`config.mk`:
```
export PLATFORM = sky130hd
export DESIGN_NAME = dly_sel_sequencer
export DESIGN_NICKNAME = d
export VERILOG_FILES = /design/src/rtl/dly_sel_sequencer.sv
export SDC_FILE = /design/constraint.sdc
export NUM_CORES = 1
export LEC_CHECK = 0
export BUFFER_PORTS_ARGS = -buffer_cell sky130_fd_sc_hd__buf_2
export CAP_MARGIN = 20
export CORE_UTILIZATION = 57
export CTS_CLUSTER_SIZE = 8
export DETAILED_ROUTE_END_ITERATION = 10
export PLACE_DENSITY = 0.86
export SYNTH_ARGS = -nofsm -noshare
export SYNTH_HDL_FRONTEND = slang
export SYNTH_SLANG_ARGS = --single-unit
```
`constraint.sdc`:
```
create_clock -name CLK -period 4.35 [get_ports CLK]
set_input_delay 0.435 -clock CLK [delete_from_list [all_inputs] [get_ports CLK]]
set_output_delay 0.435 -clock CLK [all_outputs]
set_load 0.05 [all_outputs]
```
`src/rtl/dly_sel_sequencer.sv`:
```
// dly_sel_sequencer
//   Turns one delay request at a time (valid/ready) into spaced LOAD/ADJ
//   strobes on the DLY_SEL_DECODER bus. It keeps a shadow tap count per
//   channel, so a SET request becomes a train of single inc/dec strobes.
// Ports
//   CLK, RST                 clock, asynchronous active-high reset
//   REQ_VALID/REQ_READY      request handshake (READY high only while idle)
//   REQ_OP                   00 LOAD, 01 INC, 10 DEC, 11 SET
//   REQ_ADDR, REQ_TAP        target channel, SET target tap
//   DLY_LOAD/ADJ/INCDEC/ADDR decoder command bus
//   DONE, ERR                1-cycle completion / reject pulses
//   CUR_TAP                  shadow tap of the last channel, valid with DONE
module dly_sel_sequencer #(
  parameter int unsigned NUM_DLY  = 20,
  parameter int unsigned TAP_W    = 6,
  parameter int unsigned MAX_TAP  = 63,
  parameter int unsigned INIT_TAP = 0,
  parameter int unsigned GAP_CYC  = 2
) (
  input  logic             CLK,
  input  logic             RST,
  input  logic             REQ_VALID,
  output logic             REQ_READY,
  input  logic [1:0]       REQ_OP,
  input  logic [4:0]       REQ_ADDR,
  input  logic [TAP_W-1:0] REQ_TAP,
  output logic             DLY_LOAD,
  output logic             DLY_ADJ,
  output logic             DLY_INCDEC,
  output logic [4:0]       DLY_ADDR,
  output logic             DONE,
  output logic             ERR,
  output logic [TAP_W-1:0] CUR_TAP
);

  localparam int unsigned GW = (GAP_CYC > 1) ? $clog2(GAP_CYC) : 1;
  localparam logic [TAP_W-1:0] C_MAX  = TAP_W'(MAX_TAP);
  localparam logic [TAP_W-1:0] C_INIT = TAP_W'(INIT_TAP);

  typedef enum logic [2:0] {
    S_IDLE, S_SETUP, S_PULSE, S_GAP, S_DONE, S_FIN
  } state_t;

  typedef enum logic [1:0] {
    OP_LOAD = 2'b00, OP_INC = 2'b01, OP_DEC = 2'b10, OP_SET = 2'b11
  } op_t;

  state_t           r_state, w_state_nxt;
  op_t              r_op, w_req_op;
  logic [4:0]       r_addr;
  logic [TAP_W-1:0] r_tgt;
  logic [GW-1:0]    r_gap, w_gap_nxt;
  logic [TAP_W-1:0] r_shadow [NUM_DLY];

  logic             w_ready_nxt, w_load_nxt, w_adj_nxt, w_incdec_nxt;
  logic             w_done_nxt, w_err_nxt;
  logic [4:0]       w_addr_nxt;
  logic [TAP_W-1:0] w_cur_nxt;
  logic             w_accept, w_shadow_we;
  logic [TAP_W-1:0] w_req_shadow, w_cur_shadow, w_shadow_nxt, w_req_tgt;
  logic [31:0]      w_req_tap32;
  logic             w_req_ok, w_req_noop, w_req_dir;

  assign w_req_op    = op_t'(REQ_OP);
  assign w_req_tap32 = {{(32-TAP_W){1'b0}}, REQ_TAP};
  assign w_req_tgt   = (w_req_tap32 > MAX_TAP) ? C_MAX : REQ_TAP;
  assign w_req_ok    = ({27'd0, REQ_ADDR} < NUM_DLY);

  // Shadow read ports: one for the incoming request, one for the latched channel
  always_comb begin
    w_req_shadow = '0;
    w_cur_shadow = '0;
    for (int unsigned i = 0; i < NUM_DLY; i++) begin
      if (REQ_ADDR == 5'(i)) w_req_shadow = r_shadow[i];
      if (r_addr == 5'(i))   w_cur_shadow = r_shadow[i];
    end
  end

  // Requests that would not move the shadow finish without a strobe
  always_comb begin
    w_req_noop = 1'b0;
    w_req_dir  = 1'b0;
    case (w_req_op)
      OP_INC: begin
        w_req_noop = (w_req_shadow == C_MAX);
        w_req_dir  = 1'b1;
      end
      OP_DEC: w_req_noop = (w_req_shadow == '0);
      OP_SET: begin
        w_req_noop = (w_req_shadow == w_req_tgt);
        w_req_dir  = (w_req_tgt > w_req_shadow);
      end
      default: begin
        w_req_noop = 1'b0;
        w_req_dir  = 1'b0;
      end
    endcase
  end

  // DLY_INCDEC already holds the direction of the running request
  always_comb begin
    if (r_op == OP_LOAD)
      w_shadow_nxt = C_INIT;
    else if (DLY_INCDEC)
      w_shadow_nxt = (w_cur_shadow == C_MAX) ? w_cur_shadow : w_cur_shadow + 1'b1;
    else
      w_shadow_nxt = (w_cur_shadow == '0) ? w_cur_shadow : w_cur_shadow - 1'b1;
  end

  // Outputs are registered, so each branch prepares what the next state shows
  always_comb begin
    w_state_nxt  = r_state;
    w_gap_nxt    = r_gap;
    w_ready_nxt  = 1'b0;
    w_load_nxt   = 1'b0;
    w_adj_nxt    = 1'b0;
    w_incdec_nxt = DLY_INCDEC;
    w_addr_nxt   = DLY_ADDR;
    w_done_nxt   = 1'b0;
    w_err_nxt    = 1'b0;
    w_cur_nxt    = CUR_TAP;
    w_accept     = 1'b0;
    w_shadow_we  = 1'b0;
    case (r_state)
      S_IDLE: begin
        w_ready_nxt = 1'b1;
        if (REQ_VALID && REQ_READY) begin
          w_accept    = 1'b1;
          w_ready_nxt = 1'b0;
          if (!w_req_ok) begin
            w_state_nxt = S_FIN;
            w_err_nxt   = 1'b1;
          end else if (w_req_noop) begin
            w_state_nxt = S_FIN;
            w_done_nxt  = 1'b1;
            w_cur_nxt   = w_req_shadow;
          end else begin
            w_state_nxt  = S_SETUP;
            w_addr_nxt   = REQ_ADDR;
            w_incdec_nxt = w_req_dir;
          end
        end
      end
      S_SETUP: begin
        w_state_nxt = S_PULSE;
        w_shadow_we = 1'b1;
        if (r_op == OP_LOAD) w_load_nxt = 1'b1;
        else                 w_adj_nxt  = 1'b1;
      end
      S_PULSE: begin
        w_state_nxt = S_GAP;
        w_gap_nxt   = '0;
      end
      S_GAP: begin
        if (r_gap == GW'(GAP_CYC - 1)) begin
          if (r_op == OP_SET && w_cur_shadow != r_tgt) begin
            w_state_nxt = S_PULSE;
            w_adj_nxt   = 1'b1;
            w_shadow_we = 1'b1;
          end else begin
            w_state_nxt  = S_DONE;
            w_done_nxt   = 1'b1;
            w_cur_nxt    = w_cur_shadow;
            w_incdec_nxt = 1'b0;
          end
        end else begin
          w_gap_nxt = r_gap + 1'b1;
        end
      end
      S_DONE: begin
        w_state_nxt = S_IDLE;
        w_ready_nxt = 1'b1;
      end
      S_FIN: begin
        w_state_nxt = S_IDLE;
        w_ready_nxt = 1'b1;
      end
      default: begin
        w_state_nxt = S_IDLE;
        w_ready_nxt = 1'b1;
      end
    endcase
  end

  always_ff @(posedge CLK or posedge RST) begin
    if (RST) begin
      r_state    <= S_IDLE;
      r_op       <= OP_LOAD;
      r_addr     <= '0;
      r_tgt      <= '0;
      r_gap      <= '0;
      REQ_READY  <= 1'b1;
      DLY_LOAD   <= 1'b0;
      DLY_ADJ    <= 1'b0;
      DLY_INCDEC <= 1'b0;
      DLY_ADDR   <= '0;
      DONE       <= 1'b0;
      ERR        <= 1'b0;
      CUR_TAP    <= C_INIT;
    end else begin
      r_state    <= w_state_nxt;
      r_gap      <= w_gap_nxt;
      REQ_READY  <= w_ready_nxt;
      DLY_LOAD   <= w_load_nxt;
      DLY_ADJ    <= w_adj_nxt;
      DLY_INCDEC <= w_incdec_nxt;
      DLY_ADDR   <= w_addr_nxt;
      DONE       <= w_done_nxt;
      ERR        <= w_err_nxt;
      CUR_TAP    <= w_cur_nxt;
      if (w_accept) begin
        r_op   <= w_req_op;
        r_addr <= REQ_ADDR;
        r_tgt  <= w_req_tgt;
      end
    end
  end

  always_ff @(posedge CLK or posedge RST) begin
    if (RST) begin
      for (int unsigned i = 0; i < NUM_DLY; i++) r_shadow[i] <= C_INIT;
    end else begin
      for (int unsigned i = 0; i < NUM_DLY; i++)
        if (w_shadow_we && r_addr == 5'(i)) r_shadow[i] <= w_shadow_nxt;
    end
  end

endmodule

```
After elaboration in Yosys (flattened, before gate mapping)

Cells that the tools add are included.

Flip-flop bits (word level): 154
Logic and storage cells: 217

$add $sub $neg: 3
Magnitude comparators: 3
Equality and inequality tests: 55
Mux-type cells: 87
Bitwise logic cells: 1
Reductions and logical operators: 35

Operators with widths:

| cell                                                  | count |
|---|---|
| two-way mux 6 bit                                     | 50 |
| equality test 5 x 4 -> 1 bit (second input constant)  | 16 |
| equality test 5 x 3 -> 1 bit (second input constant)  | 8 |
| equality test 5 bit (second input constant)           | 8 |
| logical AND 1 bit                                     | 22 |
| two-way mux 1 bit                                     | 22 |
| equality test 5 x 2 -> 1 bit (second input constant)  | 4 |
| two-way mux 3 bit                                     | 5 |
| case mux 1 bit (2 select lines)                       | 7 |
| equality test 6 bit (second input constant)           | 2 |
| zero test 6 bit                                       | 2 |
| != test 2 bit (second input constant)                 | 6 |
| case mux 3 bit (4 select lines)                       | 1 |
| case mux 6 bit (2 select lines)                       | 1 |
| AND reduction 6 bit                                   | 2 |
| equality test 5 x 1 -> 1 bit (second input constant)  | 2 |
| zero test 5 bit                                       | 2 |
| adder 6 x 1 -> 6 bit (second input constant)          | 1 |
| equality test 2 bit (second input constant)           | 3 |
| equality test 3 x 2 -> 1 bit (second input constant)  | 2 |
| equality test 6 bit                                   | 1 |
| greater-than comparator 6 bit                         | 1 |
| greater-than comparator 6 bit (second input constant) | 1 |
| != test 6 bit                                         | 1 |
| 13 further kinds                                      | 14 |

Depth between registers and ports, before layout

Gate-level depths: netlist of run 1.

Depth in word-level cells: 27
Mapped depth: 18
Mapped depth without buffers: 14

Least setup slack after synthesis of run 1

OpenSTA, ideal clock, no wires.

Path type: input port to flip-flop
From: input REQ_ADDR[4]
To: register DLY_ADDR[0]
Library setup time: 0.128 ns
Arrival: 3.628 ns
Data required time: 4.222 ns
Slack: 0.594 ns
Stages: 17
Buffers on the path: 3
Cell sequence: clkbuf_1 -> or3b_2 -> clkbuf_1 -> nor2_1 -> a22o_1 -> a21o_1 -> a21oi_1 -> a221o_1 -> ha_1 -> nand4_1 -> nor2_1 -> nand3_1 -> o41ai_1 -> a31o_2 -> or4_1 -> clkbuf_1 -> mux2_1

Word-level cells in the longest chain between the ends: 25
Elaborated cells on any way between the ends: 47
Classes of those cells: 1 x order compare; 21 x eq/ne; 21 x mux; 1 x bitwise; 3 x reduce/logical

RTL lines:

| item                                              | RTL line | RTL |
|---|---|---|
| start, declared                                   | 25       | `input logic [4:0] REQ_ADDR,` |
| zero test 5 bit                                   | 74       | `if (REQ_ADDR == 5'(i)) w_req_shadow = r_shadow[i];` |
| two-way mux 6 bit (20 in a row)                   | 74       |  |
| equality test 6 bit, or another cell as far along | 90       | `w_req_noop = (w_req_shadow == w_req_tgt);` |
| case mux 1 bit (3 select lines)                   | 83       | `case (w_req_op)` |
| NOT 1 bit (no source line)                        | -        |  |
| AND reduction 4 bit (no source line) (*)          | -        |  |
| end signal, assigned                              | 207      | `DLY_ADDR <= w_addr_nxt;` |
| end, declared                                     | 30       | `output logic [4:0] DLY_ADDR,` |

Every way passes the cells marked *; elsewhere a longest branch is shown, timed or not.
A chain may end at the register's enable or synchronous reset.

Final worst setup path of run 1

From: register r_addr[0]
To: register r_shadow[70] (netlist bit)

Word-level cells in the longest chain between the ends: 27
Elaborated cells on any way between the ends: 54
Classes of those cells: 2 x add/sub; 21 x eq/ne; 27 x mux; 4 x reduce/logical

RTL lines:

| item                                                                       | RTL line | RTL |
|---|---|---|
| start, declared                                                            | 50       | `logic [4:0] r_addr;` |
| start signal, assigned                                                     | 189      | `r_addr <= '0;` |
| start signal, assigned                                                     | 213      | `r_addr <= REQ_ADDR;` |
| parallel branches: the longest is 27 deep, another holds two-way mux 6 bit | -        |  |
| end signal, assigned by index                                              | 224      | `if (w_shadow_we && r_addr == 5'(i)) r_shadow[i] <= w_shadow_nxt;` |
| end, declared                                                              | 53       | `logic [TAP_W-1:0] r_shadow [NUM_DLY];` |

Several ways; the timed one is not identified.

==> metrics.md, run 1 <==
| Metric | Value |
|---|---|
| Status | `complete, no violations` |
| Via count | `between 9,000 and 10,000` |
| Placed insts | `1,293` |
| Worst Skew | `0.00865 ns` |
| Hold Startpoint | `REQ_TAP[4]` |
| Via density | `7.02` |
| Drt total wl | `36,900 µm` |
| Min Hold Slack | `0.279 ns` |
| Leakage | `approximately 5.3 nW` |
| Largest net degree at the start of global routing | `110` |
| Root Buffer Master | `clkbuf_16` |
| Layout Nets | `approximately 1,100` |
| Register area share after synthesis | `between 30% and 40%` |
| Critical Path Start Type | `flip-flop` |
| Synth warn | `0` |
| Non-Filler Instances | `1,327` |
| Least-Margin Pin Slew | `around 1 ns` |
| Initial Utilization | `between 50% and 60%` |
| Vias in the first global route | `8,809` |
| Synth area leader | `dfrtp_1` |
| Die height | `135 µm` |
| Synth top area share | `38.0%` |
| List of most frequent post-synthesis cells | `dfrtp_1, mux2_2, o21ai_0` |
| Cell area after layout | `11,700 µm²` |
| First-pass GRT wire length | `55,700 µm` |
| CTS Buf Count | `17` |
| Finish-stage setup viols | `0` |
| Met3 WL | `3710 µm` |
| Period utilization | `between 90% and 100%` |
| Hold WC Path Type | `primary input to flip-flop` |
| Clock buffer depth | `2` |
| Area after DPL | `11,100 µm²` |
| Layout cells sized above 1 | `32.7%` |
| Post-synth EDFFs | `0` |
| Gr usage total | `42.0%` |
| Initial DRC count | `1,273` |
| Critical Setup Path Class | `flip-flop to flip-flop` |
| Synth Net Count | `~1,000` |
| Hold Fails Final Rpt | `0` |
| Fmax | `240 MHz` |
| Syn Inst Count | `1,008` |
| Clk_lat worst skew | `~0.44 ns` |
| FFs w/ async S/R, synth | `100%` |
| Hold EP | `r_tgt[4]` |
| Worst vdd ir | `between 1000 and 1500 µV` |
| Seq pwr share | `26.5%` |
| Sw Ratio | `48.6%` |
| CP Max Fanout | `13` |
| Clock slew seen by the registers of the worst setup and hold paths | `about 0.07 ns` |
| Avg Inst Size Synth | `10.0 µm²` |
| Crit path DAT | `4.49 ns` |
| Int Pwr | `around 5.0 mW` |
| Htree depth | `4` |
| Number of diodes | `0` |
| Power density cells | `837 nW/µm²` |
| Met1 wire length | `between 15,000 and 20,000 µm` |
| Max-capacitance violation count | `0` |
| Top_reg_cell synth | `dfrtp_1` |
| Setup slack, reg-to-reg | `0.18 ns` |
| HPWL Detailed | `around 27,000 µm` |
| CTS tree | `built` |
| Gpl congestion | `1.03` |
| Core area | `between 15,000 and 20,000 µm²` |
| Count leader, synth | `dfrtp_1` |
| Power share of the clock group | `16.0%` |
| Syn Std Cell Area | `approximately 10,000 µm²` |
| Layout Area Growth over Synthesis | `16.3%` |
| DR WL met2 | `about 16,000 µm` |
| Residual DRC | `0` |
| Die area | `18,200 µm²` |
| Fin crit period | `4.17 ns` |
| Synthesized flop and latch total | `~150` |
| Top sig layer | `met4` |
| Worst Path Required | `4.67 ns` |
| Cell Rows | `48` |
| Final ANT Viol Nets | `0` |
| Power share of the combinational group | `57.5%` |
| Synth cell types | `91` |
| Antenna violations before repair | `1` |
| DR pass1 iterations | `7` |
| Cell depth of the worst flop-to-flop path | `14` |
| Post-DR wirelength/cell | `27.8 µm` |
| Critical Path Sink Type | `flip-flop` |
| Min-Delay Path Depth | `2` |
| Die width | `135 µm` |
| IO Count | `33` |
| Post-route setup TNS | `0 ns` |
| Clock Sinks | `154` |
| NetSw | `about 4.8 mW` |
| Synth area leaders | `dfrtp_1, mux2_2, o21ai_0, mux2i_1, a21oi_1` |
| Remaining global-route overflow | `0` |
| R2R Path End | `r_shadow[70]` |
| R2R Path Start | `r_addr[0]` |
| Rel. slew slack | `32.7%` |
| Max Transition Viols Final | `0` |
| RSZ-0062 raised after global routing | `false` |
| Buffers added on ports | `32` |
-- metrics by stage --
| stage | utilization, % | power, mW | worst slack, ns |
|---|---|---|---|
| 4_1_cts | 67.6 | 9.63 | 0.221 |
| 2_1_floorplan | - | 5.58 | 0.594 |
| 3_3_place_gp | 64.1 | 7.92 | 0.171 |
| 6_report | 67.8 | 9.82 | 0.176 |
| 5_1_grt | 67.8 | 10.2 | 0.00465 |
| 3_5_place_dp | 64.1 | 8.02 | 0.0912 |
-- worst max-delay path, stage by stage (launching register included) --
cell and delay, ns:
dfrtp_2 0.53, buf_12 0.21, buf_4 0.16, buf_4 0.16, o221ai_1 0.32, o21ai_0 0.21, a211o_1 0.40, or3_1 0.40
o41ai_1 0.09, nor4_2 0.10, buf_4 0.17, a41oi_4 0.31, buf_12 0.20, nand4_1 0.33, mux2_2 0.44
-- state kept, by name (all words and copies together), names as in the netlist --
register / count
DLY_INCDEC: 1
r_gap: 1
r_shadow: 120
REQ_READY: 1
CUR_TAP: 6
DLY_ADJ: 1
DLY_ADDR: 5
DONE: 1
r_op: 2
r_addr: 5
r_state: 3
ERR: 1
r_tgt: 6
DLY_LOAD: 1
-- cell usage in the layout, fill, tap and decap left out, drive strengths merged, types with 27 or more instances in the layout --
cell type  instances
dfrtp            153
mux2             147
buf              146
o21ai             67
nand2             54
nor2              53
a21oi             50
inv               31
nor3              27
-- worst max-delay path by stage --
stage / cells past startpoint / slack, ns / start / end
global route: 14 / 0.005 / r_addr[0] / r_shadow[70]
global placement: 15 / 0.17 / REQ_ADDR[1] / DLY_ADDR[1]
CTS: 12 / 0.22 / r_addr[2] / r_shadow[70]
finish: 14 / 0.18 / r_addr[0] / r_shadow[70]
floorplan: 17 / 0.59 / REQ_ADDR[4] / DLY_ADDR[0]
detailed placement: 15 / 0.09 / REQ_ADDR[1] / DLY_ADDR[2]
-- area by class of cell --
cell class | count | area, µm²
tap | 225 | 282
fill | 1325 | 5560
timing repair buffer | 147 | 1130
clock inverter | 12 | 164
sequential | 154 | 3860
clock buffer | 19 | 443
inverter | 29 | 113
multi-input combinational | 741 | 5750
-- metal layers --
layer	track usage (%)	vias up
met5	0	-
met4	20.0	0
met3	7.58	154
met2	62.9	695
met1	58.6	4533
li1	-	3930
-- what timing repair did --
action,in CTS,in global routing
hold buffers,0,1
resized for setup,0,1
setup buffers,0,1
setup endpoints to repair,0,18
hold endpoints to repair,0,2
-- kinds of logic (layout without fill, tap and decap cells) --
family	count (synthesis)	count (layout)	synth area share, %
and+or+nand+nor	282	282	16.9
AOI/OAI and AO/OA	266	266	18.2
muxes	177	177	19.9
DFF	154	154	38.2
buffers and inverters	113	207	5.07
adders and majority gates	9	9	1.12
xor gates and xnor gates	7	7	0.608
-- power groups by stage --
stage,registers (mW),logic [mW],clock network (mW)
4_1_cts,2.56,5.50,1.57
3_3_place_gp,2.55,5.36,0
2_1_floorplan,2.47,3.12,0
5_1_grt,2.64,5.91,1.63
6_report,2.61,5.64,1.57
3_5_place_dp,2.58,5.45,0
No activity file was read; power rests on OpenSTA's default activity.
==> run 2: changes to the inputs <==
RECOVER_POWER = 50   (was unset)
==> run 2 against run 1 <==
Net effect:
- the run now ends with capacitance limit, slew limit left
- clock-buffer cell count unchanged
- critical path type unchanged
- maximum frequency up 0.26%
- setup slack better by 0.011 ns
- first-iteration DRC count up 6.9%
- global-route usage unchanged
- register-to-register slack about the same
- clock skew up 0.00093 ns
- design area down 0.33%
- combinational power about the same
==> metrics.md, run 2 (same netlist as run 1, synthesis figures left out) <==
| Metric | Value |
|---|---|
| Status | `finished, violations left` |
| Failing checks | `capacitance limit, slew limit` |
| DR WL met2 | `16,200 µm (+0.46%)` |
| Drt total wl | `36,800 µm (-0.17%)` |
| Critical Path Start Type | `flip-flop` |
| Gpl congestion | `1.03 (unchanged)` |
| Finish-stage setup viols | `0 (unchanged)` |
| Max Transition Viols Final | `154 (+154)` |
| Critical Path, Cell by Cell | `buf_12, buf_4, buf_4, o221ai_1, o21ai_0, a211o_1, or3_1, o41ai_1, nor4_2, buf_4, a41oi_4, buf_12, nand4_1, mux2_2` |
| Cell area after layout | `11,700 µm² (-0.33%)` |
| Worst Path Required | `4.67 ns (about the same)` |
| Slowest stage cell, crit path | `dfrtp_2` |
| Residual DRC | `0 (unchanged)` |
| Hold Startpoint | `REQ_TAP[4]` |
| Least-Margin Pin Slew | `2.77 ns (+1.76 ns)` |
| DR pass1 iterations | `6 (-1)` |
| Largest regs | `r_shadow x120, CUR_TAP x6, r_tgt x6` |
| Critical Path Sink Type | `flip-flop` |
| Min-Delay Path Depth | `2 (unchanged)` |
| Layout cells sized above 1 | `32.2% (-0.45 points)` |
| Clock slew seen by the registers of the worst setup and hold paths | `0.07 ns (about the same)` |
| Layout Area Growth over Synthesis | `15.9%` |
| Tot Pwr | `9.81 mW (about the same)` |
| Rel. slew slack | `-84.6% (-120 points)` |
| Most flops, register | `r_shadow` |
| Initial DRC count | `1,361 (+6.9%)` |
| Buffers added on ports | `32 (unchanged)` |
| R2R Path Start | `r_addr[0]` |
| R2R Path End | `r_shadow[44]` |
| Critical Setup Path Class | `flip-flop to flip-flop` |
| Via density | `7.01 (-0.14%)` |
| Final ANT Viol Nets | `0 (unchanged)` |
| Hold WC Path Type | `primary input to flip-flop` |
| Crit path DAT | `4.48 ns (about the same)` |
| Leakage | `5.26 nW (-0.57%)` |
| Hold EP | `r_tgt[4]` |
| Most common cell after layout, fill and taps aside | `dfrtp_1` |
| Remaining global-route overflow | `0 (unchanged)` |
| Antenna violations before repair | `1 (unchanged)` |
| Met1 wire length | `15,000 µm (-0.90%)` |
| Area after DPL | `11,100 µm² (unchanged)` |
| Largest net degree at the start of global routing | `110 (unchanged)` |
| Hold Fails Final Rpt | `0 (unchanged)` |
| Max incr delay on CP | `0.53 ns (about the same)` |
| Cell depth of the worst flop-to-flop path | `14 (unchanged)` |
| Worst vdd ir | `1130 µV (-1.1%)` |
| Gr usage total | `42.0% (unchanged)` |
| Cell mode on critical path | `buf_4` |
| Sw Ratio | `48.7% (about the same)` |
| Int Pwr | `5.04 mW (-0.12%)` |
| Setup slack, reg-to-reg | `0.19 ns (about the same)` |
| Post-route setup TNS | `0 ns (unchanged)` |
| Root Buffer Master | `clkbuf_16` |
| Max reg flops | `120 (unchanged)` |
| HPWL Detailed | `27,200 µm (unchanged)` |
| First-pass GRT wire length | `55,700 µm (unchanged)` |
| Fmax | `240 MHz (+0.26%)` |
| Initial Utilization | `58.3% (unchanged)` |
| Cell Rows | `48 (unchanged)` |
| Max-capacitance violation count | `2 (+2)` |
| Worst Skew | `0.00958 ns (+0.000929 ns)` |
| Fin crit period | `4.16 ns (-0.0107 ns)` |
| Vias in the first global route | `8,809 (unchanged)` |
| Die area | `18,200 µm² (unchanged)` |
| Power share of the combinational group | `57.4% (about the same)` |
| CP Max Fanout | `13 (unchanged)` |
| Seq pwr share | `26.5% (about the same)` |
| Clk_lat worst skew | `0.44 ns (about the same)` |
| Post-DR wirelength/cell | `27.8 µm (-0.17%)` |
| NetSw | `4.77 mW (about the same)` |
| Core area | `17,300 µm² (unchanged)` |
| Power density cells | `839 nW/µm² (+0.23%)` |
| Die width | `135 µm (unchanged)` |
| Power share of the clock group | `16.0% (about the same)` |
| CTS tree | `built` |
| Top sig layer | `met4` |
| Clock Sinks | `154 (unchanged)` |
| Most frequent cells in the layout | `dfrtp_1, mux2_2, buf_4` |
| IO Count | `33 (unchanged)` |
| Layout Nets | `1,115 (unchanged)` |
| Htree depth | `4 (unchanged)` |
| Met3 WL | `3830 µm (+3.3%)` |
| Die height | `135 µm (unchanged)` |
| CTS Buf Count | `17 (unchanged)` |
| Period utilization | `95.7% (-0.25 points)` |
| Number of diodes | `0 (unchanged)` |
| Clock buffer depth | `2 (unchanged)` |
| Via count | `9,299 (-0.14%)` |
| RSZ-0062 raised after global routing | `false` |
## run 2: cell count changes in the layout (fill, tap and decap cells not counted)
cell,delta
buf_2,-4
clkinvlp_4,-1
clkbuf_2,+1
clkinvlp_2,+1
clkbuf_1,+5
buf_12,-2
## run 2: worst max-delay path by stage
stage	from	slack (ns)	cells past startpoint	to
after detailed placement	REQ_ADDR[1]	0.09	15	DLY_ADDR[2]
after global routing	r_addr[0]	0.005	14	r_shadow[70]
after global placement	REQ_ADDR[1]	0.17	15	DLY_ADDR[1]
final	r_addr[0]	0.19	14	r_shadow[44]
after floorplan	REQ_ADDR[4]	0.59	17	DLY_ADDR[0]
after CTS	r_addr[2]	0.22	12	r_shadow[70]
## run 2: stage by stage
step                      hold WS (ns)  setup slack [ns]  util, %  cells
final                            0.278             0.187     67.6   1327
after global routing             0.273           0.00465     67.6   1327
after CTS                        0.244             0.221     67.6   1324
after detailed placement         0.482            0.0912     64.1   1293
after global placement           0.478             0.171     64.1   1293
after floorplan                  0.464             0.594        -   1008
## run 2: repair_timing
| item | in CTS | in global routing |
|---|---|---|
| hold buffers | 0 | 1 |
| setup endpoints to repair | 0 | 18 |
| endpoints found under the hold margin | 0 | 2 |
| resized for setup | 0 | 1 |
| buffers inserted | 0 | 1 |
## run 2: layer usage
layer / track usage [%] / vias to the layer above
li1: - / 3934
met5: 0 / -
met2: 62.9 / 697
met4: 20.0 / 0
met1: 58.6 / 4530
met3: 7.58 / 138
## run 2: critical path: cells and delay by family, from the launching register on
| kind | cells | cell delay, ns |
|---|---|---|
| AOI/OAI and AO/OA | 5 | 1.33 |
| buffers and inverters | 5 | 0.90 |
| and+or+nand+nor | 3 | 0.83 |
| DFF | 1 | 0.53 |
| muxes | 1 | 0.43 |
## run 2: power by group through the flow
stage / Combinational (mW) / Clock [mW] / Sequential [mW]
CTS: 5.50 / 1.57 / 2.56
detailed placement: 5.45 / 0 / 2.58
finish: 5.64 / 1.57 / 2.60
floorplan: 3.12 / 0 / 2.47
global placement: 5.36 / 0 / 2.55
global route: 5.90 / 1.63 / 2.64
## run 2: final cells by class
type	count	area, µm²
multi-input combinational	741	5750
sequential	154	3860
timing repair buffer	147	1090
inverter	29	110
clock buffer	19	443
fill	1332	5600
clock inverter	12	164
tap	225	282
==> run 3: changes to the inputs <==
--- a/config.mk
+++ b/config.mk
@@ -12,3 +12,3 @@
 export DETAILED_ROUTE_END_ITERATION = 10
-export PLACE_DENSITY = 0.86
+export PLACE_DENSITY = 0.85
 export RECOVER_POWER = 50
==> constraint.sdc (replaced) <==
create_clock -name CLK -period 4.35 [get_ports CLK]
set_input_delay 0.2175 -clock CLK [delete_from_list [all_inputs] [get_ports CLK]]
set_output_delay 0.2175 -clock CLK [all_outputs]
set_load 0.05 [all_outputs]
==> run 3 against run 2 <==
Net effect:
- the run now ends clean
- flip-flop and latch count stayed put
- largest cell class unchanged
- sequential share of layout area up 0.41 points
- first-iteration DRC count down 4.1%
- clock power is 4% lower
- core utilization down 0.85 points
- critical endpoint is now r_shadow[18]
- worst hold slack got worse by 0.23 ns
- die area stayed put
- design area fell by 1.3%
- global-route usage about the same
==> metrics.md, run 3 (same netlist as run 1, synthesis figures left out) <==
| Metric | Value |
|---|---|
| Status | `complete, no violations` |
| Vias in the first global route | `8,849 (+0.45%)` |
| Layout Area Growth over Synthesis | `14.5%` |
| CTS tree | `built` |
| Via count | `9,175 (-1.3%)` |
| Max Transition Viols Final | `0 (-100%)` |
| CTS Buf Count | `17 (unchanged)` |
| Worst Skew | `0.0115 ns (+0.00197 ns)` |
| Leakage | `5.15 nW (-2.0%)` |
| Number of diodes | `0 (unchanged)` |
| Most flops, register | `r_shadow` |
| Post-DR wirelength/cell | `28.2 µm (+1.6%)` |
| Critical Path, Cell by Cell | `buf_4, nor3b_2, nand3_1, o31ai_1, a211o_1, nor2_1, o41ai_1, nor4_2, a41oi_4, buf_12, and4_1, mux2_2` |
| Cell Rows | `48 (unchanged)` |
| RSZ-0062 raised after global routing | `false` |
| Initial Utilization | `58.3% (unchanged)` |
| Buffers added on ports | `32 (unchanged)` |
| Drt total wl | `36,900 µm (+0.22%)` |
| Least-Margin Pin Slew | `0.915 ns (-1.85 ns)` |
| Period utilization | `95.1% (-0.65 points)` |
| Finish-stage setup viols | `0 (unchanged)` |
| Gr usage total | `41.9% (about the same)` |
| Remaining global-route overflow | `0 (unchanged)` |
| Initial DRC count | `1,305 (-4.1%)` |
| Max-capacitance violation count | `0 (-2)` |
| Worst Path Required | `4.67 ns (about the same)` |
| Via density | `7.01 (about the same)` |
| Post-route setup TNS | `0 ns (unchanged)` |
| Clk_lat worst skew | `0.44 ns (about the same)` |
| Core area | `17,300 µm² (unchanged)` |
| Most frequent cells in the layout | `dfrtp_1, mux2_2, buf_4` |
| Root Buffer Master | `clkbuf_16` |
| Hold Fails Final Rpt | `0 (unchanged)` |
| Htree depth | `4 (unchanged)` |
| Die area | `18,200 µm² (unchanged)` |
| Layout Nets | `1,097 (-1.6%)` |
| Post-CTS setup repair buffer count | `0 (unchanged)` |
| Non-Filler Instances | `1,309 (-1.4%)` |
| Layout cells sized above 1 | `31.2% (-1.0 points)` |
| Fmax | `242 MHz (+0.68%)` |
| Worst vdd ir | `1330 µV (+17%)` |
| Max incr delay on CP | `0.63 ns (+0.10 ns)` |
| Final ANT Viol Nets | `0 (unchanged)` |
| Fin crit period | `4.13 ns (-0.0281 ns)` |
| Gpl congestion | `1.06 (+2.8%)` |
| Placed insts | `1,278 (-1.2%)` |
| Rel. slew slack | `38.7% (+120 points)` |
| Largest regs | `r_shadow x120, CUR_TAP x6, r_tgt x6` |
| Residual DRC | `0 (unchanged)` |
| Number of hold buffers added after CTS | `0 (unchanged)` |
| Crit path DAT | `4.46 ns (-0.02 ns)` |
| Slowest stage cell, crit path | `nor3b_2` |
| Max reg flops | `120 (unchanged)` |
| Critical Path Sink Type | `flip-flop` |
| Critical Setup Path Class | `flip-flop to flip-flop` |
| First-pass GRT wire length | `55,800 µm (+0.20%)` |
| Die width | `135 µm (unchanged)` |
| Power density cells | `839 nW/µm² (about the same)` |
| IO Count | `33 (unchanged)` |
| Clock Sinks | `154 (unchanged)` |
| Min Hold Slack | `0.0494 ns (-0.228 ns)` |
| Clock slew seen by the registers of the worst setup and hold paths | `0.06 ns (about the same)` |
| Most common cell after layout, fill and taps aside | `dfrtp_1` |
| Post-CTS sizing | `0 (unchanged)` |
| CP Max Fanout | `15 (+2)` |
| Critical Path Start Type | `flip-flop` |
| Die height | `135 µm (unchanged)` |
| Hold WC Path Type | `primary input to async pin` |
| DR pass1 iterations | `8 (+2)` |
| Clock buffer depth | `2 (unchanged)` |
| HPWL Detailed | `27,500 µm (+0.89%)` |
| Antenna violations before repair | `1 (unchanged)` |
| Largest net degree at the start of global routing | `155 (+41%)` |
## run 3: final cells by class
| type | instances | area [µm²] |
|---|---|---|
| clock inverter | 13 | 143 |
| tap | 225 | 282 |
| inverter | 29 | 110 |
| fill | 1350 | 5750 |
| sequential | 154 | 3860 |
| clock buffer | 18 | 439 |
| multi-input combinational | 741 | 5750 |
| timing repair buffer | 129 | 970 |
## run 3: metal layers
layer / part of all wire, % / GRT usage [%]
met1: 41 / 57.7
met3: 10 / 9.23
met4: 4.0 / 17.0
met2: 44 / 63.9
met5: 0 / 0
## run 3: worst max-delay path: cells and delay by family (launching register included)
family	cells	cell delay [ns]
and+or+nand+nor	5	1.44
buffers and inverters	2	0.48
muxes	1	0.37
DFF	1	0.58
AOI/OAI and AO/OA	4	1.12
## run 3: power by group
group | switching (mW) | leakage, nW | internal [mW]
Sequential | 0.628 | 2.07 | 1.94
Combinational | 3.47 | 2.81 | 2.14
Clock | 0.642 | 0.272 | 0.861
## run 3: worst paths after layout
kind,from,to,slack (ns),cells after the start
max reg2reg,r_addr[2],r_shadow[18],0.22,12
max,r_addr[2],r_shadow[18],0.22,12
min reg2reg,DLY_ADDR[2],DLY_ADDR[2],0.51,1
min in group CLK,REQ_TAP[4],r_tgt[4],0.05,2
min,RST,r_shadow[105],0.05,3
max in group asynchronous,RST,r_shadow[43],3.68,3
## run 3: per-stage QoR
step                total power, mW  utilization, %  instance area (µm²)  setup WS (ns)
floorplan                      5.58               -                10100          0.812
global placement               7.91            63.4                11000          0.259
detailed placement             8.01            63.4                11000          0.220
CTS                            9.54            66.8                11600          0.277
global route                   10.0            66.8                11500         0.0316
finish                         9.68            66.8                11500          0.215
